**src/rtl/ring_pkg.sv**
```systemverilog
// rtl/ring_pkg.sv - shared types and step classifier for the ring monitor
package ring_pkg;

    typedef enum logic [1:0] {
        HUNT,
        CHECK,
        LOCKED
    } state_e;

    typedef enum logic [2:0] {
        STEP_HOLD,
        STEP_UP,
        STEP_DOWN,
        STEP_JUMP,
        STEP_ILLEGAL
    } step_e;

    // Classifies a move from stored position p to new position n on a ring of 'width' bits.
    function automatic step_e step_class(
        input int unsigned n,
        input int unsigned p,
        input logic        legal,
        input int unsigned width
    );
        if (!legal) begin
            return STEP_ILLEGAL;
        end
        if (n == p) begin
            return STEP_HOLD;
        end
        if (n == ((p + 1) % width)) begin
            return STEP_UP;
        end
        if (n == ((p + width - 1) % width)) begin
            return STEP_DOWN;
        end
        return STEP_JUMP;
    endfunction

endpackage

```
**src/rtl/ring_onehot_decode.sv**
```systemverilog
// rtl/ring_onehot_decode.sv - one-hot to binary decoder with legality flag
module ring_onehot_decode #(
    parameter  int WIDTH = 8,
    localparam int IW    = $clog2(WIDTH)
) (
    input  logic [WIDTH-1:0] Ring,
    output logic [IW-1:0]    Index,
    output logic             Legal
);

    localparam int CW = $clog2(WIDTH + 1);

    logic [CW-1:0] ones;
    logic [IW-1:0] idx;

    // The OR-accumulated index is only meaningful when exactly one bit is set.
    always_comb begin
        ones = '0;
        idx  = '0;
        for (int i = 0; i < WIDTH; i++) begin
            if (Ring[i]) begin
                idx  = idx | IW'(i);
                ones = ones + CW'(1);
            end
        end
        Index = idx;
        Legal = (ones == CW'(1));
    end

endmodule

```
**src/rtl/ring_monitor.sv**
```systemverilog
// rtl/ring_monitor.sv - ring bus monitor: decode, step classification, lock FSM, error counting
module ring_monitor
    import ring_pkg::*;
#(
    parameter  int WIDTH      = 8,
    parameter  int LOCK_COUNT = 4,
    parameter  int ERR_W      = 8,
    localparam int IW         = $clog2(WIDTH)
) (
    input  logic             Clock,
    input  logic             Reset,
    input  logic             Valid,
    input  logic [WIDTH-1:0] Ring,
    input  logic             LoadSeen,
    output logic [IW-1:0]    Index,
    output logic             IndexOk,
    output logic             Dir,
    output logic             Locked,
    output logic             Error,
    output logic [ERR_W-1:0] ErrCount
);

    localparam int GC_W = $clog2(LOCK_COUNT + 1);
    localparam logic [GC_W-1:0] GC_ONE  = GC_W'(1);
    localparam logic [GC_W-1:0] GC_FULL = GC_W'(LOCK_COUNT);
    localparam logic [GC_W-1:0] GC_LAST = GC_W'(LOCK_COUNT - 1);

    state_e            state_q, state_d;
    logic [GC_W-1:0]   gc_q, gc_d;
    logic [IW-1:0]     index_q, index_d;
    logic              index_ok_q, index_ok_d;
    logic              dir_q, dir_d;
    logic              error_d;
    logic              error_q;
    logic [ERR_W-1:0]  err_cnt_q, err_cnt_d;

    logic [IW-1:0]     dec_index;
    logic              dec_legal;
    step_e             step;

    ring_onehot_decode #(
        .WIDTH (WIDTH)
    ) u_decode (
        .Ring  (Ring),
        .Index (dec_index),
        .Legal (dec_legal)
    );

    assign step = step_class(int'(dec_index), int'(index_q), dec_legal, WIDTH);

    always_comb begin
        state_d    = state_q;
        gc_d       = gc_q;
        index_d    = index_q;
        index_ok_d = index_ok_q;
        dir_d      = dir_q;
        error_d    = 1'b0;

        if (Valid) begin
            index_ok_d = dec_legal;
            case (state_q)
                HUNT: begin
                    if (dec_legal) begin
                        index_d = dec_index;
                        gc_d    = GC_ONE;
                        state_d = (LOCK_COUNT == 1) ? LOCKED : CHECK;
                    end
                end
                CHECK: begin
                    case (step)
                        STEP_HOLD, STEP_UP, STEP_DOWN: begin
                            index_d = dec_index;
                            if (step == STEP_UP)   dir_d = 1'b1;
                            if (step == STEP_DOWN) dir_d = 1'b0;
                            if (gc_q >= GC_LAST) begin
                                gc_d    = GC_FULL;
                                state_d = LOCKED;
                            end else begin
                                gc_d = gc_q + GC_ONE;
                            end
                        end
                        STEP_JUMP: begin
                            // Jumps restart qualification regardless of LoadSeen.
                            index_d = dec_index;
                            gc_d    = GC_ONE;
                            state_d = (LOCK_COUNT == 1) ? LOCKED : CHECK;
                        end
                        default: begin
                            gc_d    = '0;
                            state_d = HUNT;
                        end
                    endcase
                end
                LOCKED: begin
                    case (step)
                        STEP_HOLD, STEP_UP, STEP_DOWN: begin
                            index_d = dec_index;
                            if (step == STEP_UP)   dir_d = 1'b1;
                            if (step == STEP_DOWN) dir_d = 1'b0;
                        end
                        STEP_JUMP: begin
                            index_d = dec_index;
                            if (!LoadSeen) begin
                                error_d = 1'b1;
                                gc_d    = GC_ONE;
                                state_d = CHECK;
                            end
                        end
                        default: begin
                            error_d = 1'b1;
                            gc_d    = '0;
                            state_d = HUNT;
                        end
                    endcase
                end
                default: begin
                    gc_d    = '0;
                    state_d = HUNT;
                end
            endcase
        end

        // Saturating count; the Error pulse itself is never suppressed.
        err_cnt_d = err_cnt_q;
        if (error_d && (err_cnt_q != {ERR_W{1'b1}})) begin
            err_cnt_d = err_cnt_q + ERR_W'(1);
        end
    end

    always_ff @(posedge Clock) begin
        if (Reset) begin
            state_q    <= HUNT;
            gc_q       <= '0;
            index_q    <= '0;
            index_ok_q <= 1'b0;
            dir_q      <= 1'b1;
            error_q    <= 1'b0;
            err_cnt_q  <= '0;
        end else begin
            state_q    <= state_d;
            gc_q       <= gc_d;
            index_q    <= index_d;
            index_ok_q <= index_ok_d;
            dir_q      <= dir_d;
            error_q    <= error_d;
            err_cnt_q  <= err_cnt_d;
        end
    end

    assign Index    = index_q;
    assign IndexOk  = index_ok_q;
    assign Dir      = dir_q;
    assign Locked   = (state_q == LOCKED);
    assign Error    = error_q;
    assign ErrCount = err_cnt_q;

endmodule

```
**config.mk**
```make
export PLATFORM = sky130hd
export DESIGN_NAME = ring_monitor
export DESIGN_NICKNAME = d
export VERILOG_FILES = /design/src/rtl/ring_pkg.sv /design/src/rtl/ring_onehot_decode.sv /design/src/rtl/ring_monitor.sv
export SDC_FILE = /design/constraint.sdc
export NUM_CORES = 1
export LEC_CHECK = 0
export BUFFER_PORTS_ARGS = -buffer_cell sky130_fd_sc_hd__buf_2
export CORE_MARGIN = 3
export CORE_UTILIZATION = 45
export DETAILED_ROUTE_END_ITERATION = 7
export GPL_ROUTABILITY_DRIVEN = 0
export PLACE_DENSITY = 0.76
export SETUP_SLACK_MARGIN = 0.2
export SLEW_MARGIN = 20
export SYNTH_ARGS = -nofsm -noshare
export SYNTH_HDL_FRONTEND = slang
export SYNTH_SLANG_ARGS = --single-unit
```
**constraint.sdc**
```tcl
create_clock -name Clock -period 13.9 [get_ports Clock]
set_clock_uncertainty 0.1 [all_clocks]
set_input_delay 0.695 -clock Clock [delete_from_list [all_inputs] [get_ports Clock]]
set_output_delay 0.695 -clock Clock [all_outputs]
set_load 0.01 [all_outputs]
```
### Word-level counts from Yosys, hierarchy flattened

Index checks and enable logic that the tools add are counted.

| word-level totals | value |
|---|---|
| register bits after elaboration | 19 |
| input port bits | 12 |
| output and inout bits | 15 |

| operators by class | value |
|---|---|
| $add $sub $neg | 12 |
| $lt $le $gt $ge | 1 |
| equality and inequality tests | 15 |
| multiplexer cells | 53 |
| reductions and logical operators | 12 |

Operator list:

| operator | number |
|---|---|
| $mux 3 | 17 |
| $add 4x1->4 const B | 7 |
| $mux 4 | 7 |
| $pmux 3 s2 | 3 |
| $mux 1 | 16 |
| $reduce_and 4->1 | 3 |
| $mux 2 | 5 |
| $add 3x1->3 const B | 3 |
| $eq 3x3->1 | 3 |
| $pmux 3 s3 | 1 |
| $add 8x1->8 const B | 1 |
| $ne 8x8->1 const B | 1 |
| $pmux 2 s2 | 2 |
| $eq 3x2->1 const B | 2 |
| $ne 3x3->1 const B | 2 |
| $pmux 2 s3 | 1 |
| $reduce_and 5->1 | 1 |
| $eq 4x1->1 const B | 1 |
| $ne 2x2->1 const B | 2 |
| $reduce_bool 2->1 | 2 |
| $reduce_or 4->1 | 1 |
| $eq 3x1->1 const B | 1 |
| $ge 3x2->1 const B | 1 |
| $logic_not 3->1 | 1 |
| 9 further kinds | 9 |

### Logic depth before layout (Yosys ltp)

Gate-level depths: netlist of run 1.

| depth | value |
|---|---|
| word-level depth | 32 |
| depth in mapped cells | 22 |

### Modules after synthesis

A second synthesis of run 1 with hierarchy kept.

| second synthesis, totals | value |
|---|---|
| cell total of the unflattened synthesis | 211 |
| area, all modules | 1,848.0 µm² |

By module, submodules not included:

| module | times used | cells an instance | area each (µm²) | seq. area each (µm²) |
|---|---|---|---|---|
| ring_monitor | 1 | 139 | 1,273.7 | 380.4 |
| ring_onehot_decode | 1 | 72 | 574.3 | 0.0 |

### Least setup slack after synthesis of run 1

No wires, ideal clock.

| path | value |
|---|---|
| kind | input to register |
| from | in Ring[0] |
| to | reg err_cnt_q[7] (netlist: ErrCount[7]) |
| arrival time | 4,897 ps |
| data required time | 13,677 ps |
| setup slack | 8,779 ps |
| stages on the path | 21 |
| path buffers | 0 |
| cell sequence | inv_1 -> ha_1 -> xor2_1 -> ha_1 -> nand2_1 -> nand2_1 -> ha_1 -> mux2_2 -> ha_1 -> nand2b_1 -> a22o_1 -> ha_1 -> nand2b_1 -> o21a_1 -> ha_1 -> or2_2 -> a21oi_1 -> o22a_2 -> o21ai_2 -> o2111ai_1 -> mux2_1 |

| between the ends | value |
|---|---|
| word-level cells in the longest chain between the ends | 23 |

RTL lines:

| element | RTL line | RTL |
|---|---|---|
| start: declaration | ring_monitor.sv:13 | `input logic [WIDTH-1:0] Ring,` |
| $mux 1 (*) | ring_onehot_decode.sv:21 | `if (Ring[i]) begin` |
| $add 4x1->4 | ring_onehot_decode.sv:23 | `ones = ones + CW'(1);` |
| $mux 4 (*) | ring_onehot_decode.sv:21 |  |
| $add 4x1->4 | ring_onehot_decode.sv:23 |  |
| $mux 4 (*) | ring_onehot_decode.sv:21 |  |
| $add 4x1->4 | ring_onehot_decode.sv:23 |  |
| $mux 4 (*) | ring_onehot_decode.sv:21 |  |
| $add 4x1->4 | ring_onehot_decode.sv:23 |  |
| [... 7 more ...] | n/a |  |
| $eq 4x1->1 (*) | ring_onehot_decode.sv:27 | `Legal = (ones == CW'(1));` |
| $mux 3 (*) | ring_pkg.sv:28 | `if (n == p) begin` |
| $eq 3x1->1 (tied with other cells) | ring_monitor.sv:95 | `case (step)` |
| $reduce_or 3->1 | n/a |  |
| $pmux 1 s2 (*) | ring_monitor.sv:95 |  |
| $mux 1 (*) | ring_monitor.sv:61 | `case (state_q)` |
| $mux 1 (*) | ring_monitor.sv:59 | `if (Valid) begin` |
| $logic_and 1x1->1 (*) | ring_monitor.sv:125 | `if (error_d && (err_cnt_q != {ERR_W{1'b1}})) begin` |
| end signal: assignment | ring_monitor.sv:146 | `err_cnt_q <= err_cnt_d;` |
| end: declaration | ring_monitor.sv:35 | `logic [ERR_W-1:0] err_cnt_q, err_cnt_d;` |

Every way passes the cells marked *; elsewhere a longest branch is shown, timed or not.
A chain may end at the register's enable or synchronous reset.

### Worst setup path in the final report of run 1

| path | value |
|---|---|
| from | in Ring[1] |
| to | reg err_cnt_q[0] (netlist: ErrCount[0]) |

| between the ends | value |
|---|---|
| word-level cells in the longest chain between the ends | 22 |

RTL lines:

| element | RTL line |
|---|---|
| parallel branches: the longest is 15 deep, another holds $add 4x1->4 | n/a |
| $mux 3 (*) | ring_pkg.sv:28 |
| $eq 3x1->1 (tied with other cells) | ring_monitor.sv:95 |
| $reduce_or 3->1 | n/a |
| $pmux 1 s2 (*) | ring_monitor.sv:95 |
| $mux 1 (*) | ring_monitor.sv:61 |
| $mux 1 (*) | ring_monitor.sv:59 |
| $logic_and 1x1->1 (*) | ring_monitor.sv:125 |

Every way passes the cells marked *. The select of a mux whose other input is x is not followed.

==> results of run 1 <==
-- metrics by stage --
stage / area [um2] / utilization / hold slack (ns)
after floorplan: 1960 / - / 0.366
after global placement: 2080 / 0.509 / 0.390
after detailed placement: 2080 / 0.509 / 0.399
after CTS: 2120 / 0.520 / 0.412
after global routing: 2120 / 0.520 / 0.429
final: 2120 / 0.520 / 0.412
-- area by class of cell --
| cell class | count | area, um2 |
|---|---|---|
| Clock buffer | 4 | 45.0 |
| Fill cell | 394 | 1960 |
| Inverter | 12 | 45.0 |
| Multi-Input combinational cell | 187 | 1460 |
| Sequential cell | 19 | 380 |
| Tap cell | 50 | 62.6 |
| Timing Repair Buffer | 26 | 130 |
-- power by group through the flow --
stage / logic [mW] / registers [mW] / clock network, mW
finish: 0.105 / 0.0599 / 0.0397
global route: 0.118 / 0.0602 / 0.0427
CTS: 0.105 / 0.0598 / 0.0412
detailed placement: 0.105 / 0.0611 / 0
global placement: 0.103 / 0.0610 / 0
floorplan: 0.0878 / 0.0614 / 0
-- layer usage --
layer  vias to the layer above  global-route usage
met3                         3              0.0332
met5                         -                   0
li1                        869                   -
met2                        41               0.266
met1                       776               0.240
met4                         0              0.0251
-- cell usage after synthesis, types with 5 or more instances --
cell type,count
nand2b_1,10
ha_1,16
a21oi_1,10
dfxtp_1,19
nand3_1,7
nor2_1,21
and3_1,5
mux2i_1,6
o21ai_0,5
xnor2_1,8
inv_1,12
xor2_1,8
nor2b_1,6
nand2_1,14
-- worst reg2reg max path, delay by kind of cell (launching register included) --
kind / cells / cell delay (ns)
AO/OA/AOI/OAI: 4 / 0.89
adder cells (fa/ha/maj): 1 / 0.36
AND/OR/NAND/NOR: 3 / 0.43
buffers and inverters: 1 / 0.09
multiplexers: 1 / 0.49
flip-flops: 1 / 0.40
-- state kept, by name, indices dropped and copies added (netlist names) --
name      count
ErrCount      8
Index         3
gc_q          3
state_q       2
Dir           1
Error         1
IndexOk       1
-- cell families after synthesis --
group	count (synthesis)	share of synthesized area
and+or+nand+nor	84	0.243
AOI/OAI and AO/OA	54	0.212
buffers and inverters	23	0.0589
xor gates and xnor gates	20	0.116
DFF	19	0.194
adders and majority gates	16	0.102
muxes	13	0.0729
-- worst max path at each step --
stage             endpoint    start  slack [ns]  cells after the start
2_1_floorplan  ErrCount[7]  Ring[0]        8.78                     21
3_3_place_gp   ErrCount[0]  Ring[1]        8.41                     22
3_5_place_dp   ErrCount[0]  Ring[1]        8.25                     22
4_1_cts        ErrCount[0]  Ring[1]        8.54                     22
5_1_grt        ErrCount[0]  Ring[1]        8.22                     22
6_report       ErrCount[0]  Ring[1]        8.56                     22
==> results.cfg, run 1 <==
[pwr]
internal_power_mw = 0.124
ir_worst_vdd_v = 0.0000827
comb_power_share = 0.514
seqPwrFrac = 0.293
clkPwrFrac = 0.194
p_switching_mw = 0.0809
p_leak_nw = 0.969
power_mw = 0.205
p_per_area_nw_per_um2 = 96.4
swShare = 0.395

[detailed_routing]
drt-wirelength-per-cell_um = 13.5
dr_wl_met3_um = 216
via_per_inst = 5.67
met2WireLength_um = 1810
totalWireLength_um = 4030
drt_first_pass_iters = 4
drtAntennaViolNets = 0
drt_iter0_markers = 80
top_layer = met4
drc_errors = 0
vias = 1689
met1Wirelength_um = 1980

[worst_setup_path]
r2r.worst_path.cells = 10
cp_cell_sequence = buf_2, inv_1, ha_1, xor2_1, ha_1, nand2_1, nand2_1, ha_1, mux2_2, ha_1, nand2b_1, a22o_1, ha_1, nand2b_1, o21a_1, ha_1, or2_2, a21oi_1, o22a_2, o21a_2, a21boi_1, mux2_1
reg2reg_from = Index[0]
crit_fanout = 15
crit_path_top_delay_cell = ha_1
cp_common_cell = ha_1
cp.required_ns = 13.95
arrival_ns = 5.40
crit_buf_inv = 2
worst_r2r_endpoint = gc_q[2]
path_delay_family = adder cells
end_kind = flop
crit_type = input port to flop
crit_path_max_incr_delay_ns = 0.38
start_kind = input port
ff2ff_setup_slack_ns = 11.06

[run_status]
status = complete, no violations

[global_route]
grt_pass1_vias = 1586
grt_use_total = 0.167
grt_pass1_wl_um = 7110
grt_max_degree = 26
overflow = 0
antenna_found_initial = 0

[synthesis]
synth.top_cells.by_area = dfxtp_1 (19%), ha_1 (10%), nor2_1 (4.0%), xnor2_1 (3.6%), xor2_1 (3.6%)
syn_nets = 257
ys_seq_elements = 19
synthDistinctLibCells = 63
synth_warnings = 0
synth-async-reset-ratio = 0
ys.flop_type = dfxtp_1
syn_avg_cell_area_um2 = 8.54
yosysTopAreaCell = dfxtp_1
synth_top_area_share = 0.194
yosysSeqAreaShare = 0.194
syn-cell-area_um2 = 1960
synth_edf_count = 0
syn-instance-count = 229

[cells_and_area]
drive_above_1_share = 0.206
final_common_cell = buf_2
final_cell_mix = buf_2 (26), nor2_1 (21), dfxtp_1 (19)
area_delta_synth_final_pct = 8.57
num_antenna_cells = 0
instances_no_fill = 298
fin_nets = 277

[hold_path]
hp-start = IndexOk
whs_path_depth = 2
holdCritPathClass = flop to flop
hold_end = IndexOk

[placed_design]
port_buffers = 26
dpl_worst_slack_ns = 8.25
dp_cells = 294
dp_hpwl_um = 3180

[clock_tree]
clock_path_buffers = 2
clock_sinks = 19
cts_resized = 0
cts_hold_buffers = 0
h-tree-depth = 1
cts_root_buf = clkbuf_8
tritoncts = built
clock_latency_ns = 0.26
path_clk_slew_ns = 0.07
post_cts.repair.setup_buffers = 0
cts_buffers = 3

[timing]
fin_setup_tns_ns = 0
finalHoldViolCount = 0
period_needed_ns = 5.34
period_share = 0.384
finalMaxSlewViolations = 0
slew_headroom = 0.660
finalSetupViolations = 0
fmax_mhz = 187
worst_pin_slew_ns = 0.495
rsz0062_at_grt = no
setup_ws_ns = 8.56

[floorplanning]
dieArea_um2 = 5170
die_h_um = 71.9
die_w_um = 71.9
coreArea_um2 = 4090
initial_core_util = 0.479
ios = 27
num_rows = 23

[job]
max_cap_violations = 0
Power figures use the tool's default switching activity.
==> inputs of run 2 (changes only) <==
clock period = 5 ns   (was 13.9 ns; I/O delays follow)
==> results.cfg, run 2 (synthesized netlist as in run 1, its figures left out) <==
[worst_setup_path]
end_kind = flop
start_kind = input port
crit_fanout = 8
crit_type = input port to flop
cp.required_ns = 5.05
arrival_ns = 4.61

[timing]
period_share = 0.912
period_needed_ns = 4.56
setup_ws_ns = 0.442
fmax_mhz = 219
rsz0062_at_grt = no
holdWs_ns = 0.295
finalSetupViolations = 0
slew_headroom = 0.650
finalHoldViolCount = 0
finalMaxSlewViolations = 0
worst_pin_slew_ns = 0.510

[clock_tree]
cts_root_buf = clkbuf_8
clock_sinks = 19
cts_buffers = 3
clock_latency_ns = 0.26
clock_path_buffers = 2
path_clk_slew_ns = 0.08
tritoncts = built
h-tree-depth = 1

[detailed_routing]
drt-wirelength-per-cell_um = 14.3
totalWireLength_um = 4440
drt_iter0_markers = 134
vias = 1763
drtAntennaViolNets = 0
drc_errors = 0
drt_first_pass_iters = 4
via_per_inst = 5.67

[hold_path]
holdCritPathClass = input port to flop

[cells_and_area]
fillers = 378
instances_no_fill = 311
area_delta_synth_final_pct = 17.1
largest_register_ffs = 8
final_cell_mix = buf_2 (26), nor2_1 (21), dfxtp_1 (19)
final_common_cell = buf_2
fin_nets = 290
drive_above_1_share = 0.276
num_antenna_cells = 0

[global_route]
overflow = 0
grt_use_total = 0.169
grt_pass1_wl_um = 7220
grt_max_degree = 26
antenna_found_initial = 0
grt_pass1_vias = 1630

[pwr]
ir_worst_vdd_v = 0.000142
p_leak_nw = 1.04
power_mw = 0.641
p_per_area_nw_per_um2 = 280

[floorplanning]
dieArea_um2 = 5170
ios = 27
die_w_um = 71.9
coreArea_um2 = 4090
initial_core_util = 0.479
die_h_um = 71.9
num_rows = 23

[placed_design]
port_buffers = 26
dp_hpwl_um = 3190
dp_cells = 301
dpl_worst_slack_ns = -0.0343

[run_status]
status = complete, no violations

[job]
max_cap_violations = 0
## run 2: where the power goes
group          switching (mW)  internal [mW]
Combinational           0.191          0.173
Clock                  0.0549         0.0568
Sequential            0.00673          0.159
## run 2: path summary, 6_finish.rpt
kind	startpoint	to	slack, ns	cells past startpoint
worst max-delay path	Ring[1]	ErrCount[3]	0.44	22
worst min-delay path	Valid	Index[0]	0.29	3
worst min register to register	ErrCount[1]	ErrCount[1]	0.41	2
worst max register to register	Index[0]	state_q[1]	2.15	10
## run 2: layer usage
metal  global-route usage  vias up  wire [um]
met4               0.0418        0         49
met5                    0        -          0
li1                     -      889          -
met2                0.256       42       2020
met1                0.249      824       2190
met3               0.0305        8        178
## run 2: area by class of cell
| type | count | area [um2] | area share |
|---|---|---|---|
| Inverter | 12 | 45.0 | 0.0197 |
| Multi-Input combinational cell | 188 | 1540 | 0.671 |
| Clock buffer | 4 | 45.0 | 0.0197 |
| Sequential cell | 19 | 380 | 0.166 |
| Tap cell | 50 | 62.6 | 0.0273 |
| Timing Repair Buffer | 38 | 220 | 0.0962 |
## run 2: worst max-delay path, stage by stage
cell and delay (ns):
buf_2 0.13, inv_1 0.07, ha_4 0.31, xor2_2 0.16, ha_1 0.25, nand2_1 0.10, nand2_1 0.11, ha_4 0.24
mux2_2 0.26, ha_1 0.26, nand2b_1 0.13, a22o_1 0.21, ha_1 0.26, nand2b_1 0.17, o21a_1 0.12, ha_1 0.28
or2_2 0.30, a21oi_2 0.13, o22a_2 0.20, o21ai_4 0.11, o211a_1 0.26, mux2_4 0.29
## run 2: repair_timing
item,in CTS,in global routing
gates resized for setup,1,12
setup buffers,0,5
pin swaps,0,2
cloned,0,1
endpoints found under the setup margin,1,17
hold buffers,0,0
## run 2: per-stage QoR
stage | TNS, ns | area [um2] | utilization
global placement | 0 | 2130 | 0.521
detailed placement | -0.113 | 2130 | 0.521
CTS | 0 | 2180 | 0.534
global route | 0 | 2290 | 0.560
finish | 0 | 2290 | 0.560
floorplan | 0 | 1960 | -
==> inputs of run 3 (changes only) <==
CELL_PAD_IN_SITES_DETAIL_PLACEMENT = 1   (was unset)
CELL_PAD_IN_SITES_GLOBAL_PLACEMENT = 1   (was unset)
CORE_UTILIZATION = 44   (was 45)
PLACE_DENSITY = 0.92   (was 0.76)
==> results.cfg, run 3 (synthesized netlist as in run 1, its figures left out) <==
[floorplanning]
coreArea_um2 = 4140
die_w_um = 72.7
num_rows = 23
die_h_um = 72.7
dieArea_um2 = 5280
ios = 27
initial_core_util = 0.472

[timing]
finalMaxSlewViolations = 0
rsz0062_at_grt = no
period_share = 0.912
fin_setup_tns_ns = 0
worst_pin_slew_ns = 0.556
finalSetupViolations = 0
slew_headroom = 0.619
finalHoldViolCount = 0
period_needed_ns = 4.56
fmax_mhz = 219

[detailed_routing]
vias = 1812
drtAntennaViolNets = 0
totalWireLength_um = 5250
drc_errors = 0
drt_iter0_markers = 103
drt-wirelength-per-cell_um = 17.2
via_per_inst = 5.92
drt_first_pass_iters = 4

[cells_and_area]
largest_register_ffs = 8
fin_nets = 285
final_common_cell = buf_2
finalInstanceArea_um2 = 2250
instances_no_fill = 306
area_delta_synth_final_pct = 14.8
final_cell_mix = buf_2 (26), nor2_1 (21), dfxtp_1 (19)
num_antenna_cells = 0
drive_above_1_share = 0.266

[placed_design]
port_buffers = 26
place_area_um2 = 2130
dp_cells = 301
dp_hpwl_um = 4090

[worst_setup_path]
reg2reg_from = Index[0]
r2r.worst_path.cells = 10
crit_type = input port to flop
start_kind = input port
cp-startpoint = Ring[1]
crit_fanout = 7
end_kind = flop
worst_r2r_endpoint = gc_q[2]
arrival_ns = 4.65
endpoint = gc_q[1]
ff2ff_setup_slack_ns = 1.96
cp.required_ns = 5.09

[global_route]
antenna_found_initial = 0
overflow = 0
grt_max_degree = 26
grt_use_total = 0.204
grt_pass1_wl_um = 8520
grt_pass1_vias = 1751

[pwr]
ir_worst_vdd_v = 0.000128
p_per_area_nw_per_um2 = 280
p_leak_nw = 1.01

[run_status]
status = complete, no violations

[clock_tree]
clock_path_buffers = 2
h-tree-depth = 1
clock_sinks = 19
cts_buffers = 3
clock_latency_ns = 0.26
cts_root_buf = clkbuf_8
tritoncts = built
path_clk_slew_ns = 0.08

[hold_path]
holdCritPathClass = input port to flop

[job]
max_cap_violations = 0
==> run 3: cell count changes in the layout (fill, tap and decap cells not counted), sizes merged <==
| cell | change |
|---|---|
| buf | -4 |
| o21a | -1 |
==> run 3: layout make-up <==
type / instances / area, um2
sequential: 19 / 380
inverter: 12 / 45.0
fill: 522 / 1900
tap: 50 / 62.6
timing repair buffer: 34 / 190
multi-input combinational: 187 / 1520
clock buffer: 4 / 45.0
==> run 3: worst min-delay path by stage <==
stage	startpoint	end	slack, ns	cells past startpoint
5_1_grt	Valid	Error	0.31	3
6_report	Valid	Error	0.27	3
2_1_floorplan	Valid	Error	0.30	2
4_1_cts	Valid	Error	0.27	3
3_3_place_gp	IndexOk	IndexOk	0.37	2
3_5_place_dp	Index[2]	Index[2]	0.41	2
==> run 3: per-stage QoR <==
| stage | total power, mW | setup slack (ns) | utilization | hold slack, ns |
|---|---|---|---|---|
| after floorplan | 0.415 | 0.324 | - | 0.301 |
| after global placement | 0.475 | 0.0994 | 0.514 | 0.375 |
| after detailed placement | 0.495 | -0.145 | 0.514 | 0.408 |
| after CTS | 0.613 | 0.232 | 0.530 | 0.272 |
| after global routing | 0.678 | 0.188 | 0.542 | 0.311 |
| final | 0.628 | 0.438 | 0.542 | 0.275 |
==> run 3: worst max-delay path, stage by stage <==
cell and delay [ns]:
buf_2 0.13, inv_1 0.10, ha_4 0.23, xor2_2 0.18, ha_1 0.30, nand2_2 0.09
nand2_2 0.08, ha_4 0.22, mux2_2 0.27, ha_1 0.27, nand2b_1 0.14, a22o_1 0.22
ha_1 0.26, nand2b_1 0.17, o21a_1 0.12, ha_1 0.28, or2_2 0.31, a21oi_2 0.14
o22a_2 0.19, o21ai_2 0.10, buf_4 0.19, mux2i_2 0.20, mux2i_1 0.22
==> run 3: repair_timing <==
action                                  CTS  global route
gates cloned                              0             0
hold buffers                              0             0
buffers inserted                          0             1
gates resized for setup                   4             8
endpoints found under the setup margin    8            17
endpoints found under the hold margin     0             0
==> run 3: report_power, final <==
group | switching, mW | leakage (nW) | internal (mW) | total (mW)
clock | 0.0548 | 0.0228 | 0.0568 | 0.112
combinational | 0.194 | 0.831 | 0.156 | 0.350
sequential | 0.00724 | 0.153 | 0.159 | 0.167
total | 0.256 | 1.01 | 0.372 | 0.628
==> run 3: layer usage <==
metal | routed length, um | global-route usage | up-vias
li1 | - | - | 886
met1 | 2430 | 0.275 | 885
met2 | 2540 | 0.335 | 37
met3 | 224 | 0.0344 | 4
met4 | 56 | 0.0594 | 0
met5 | 0 | 0 | -
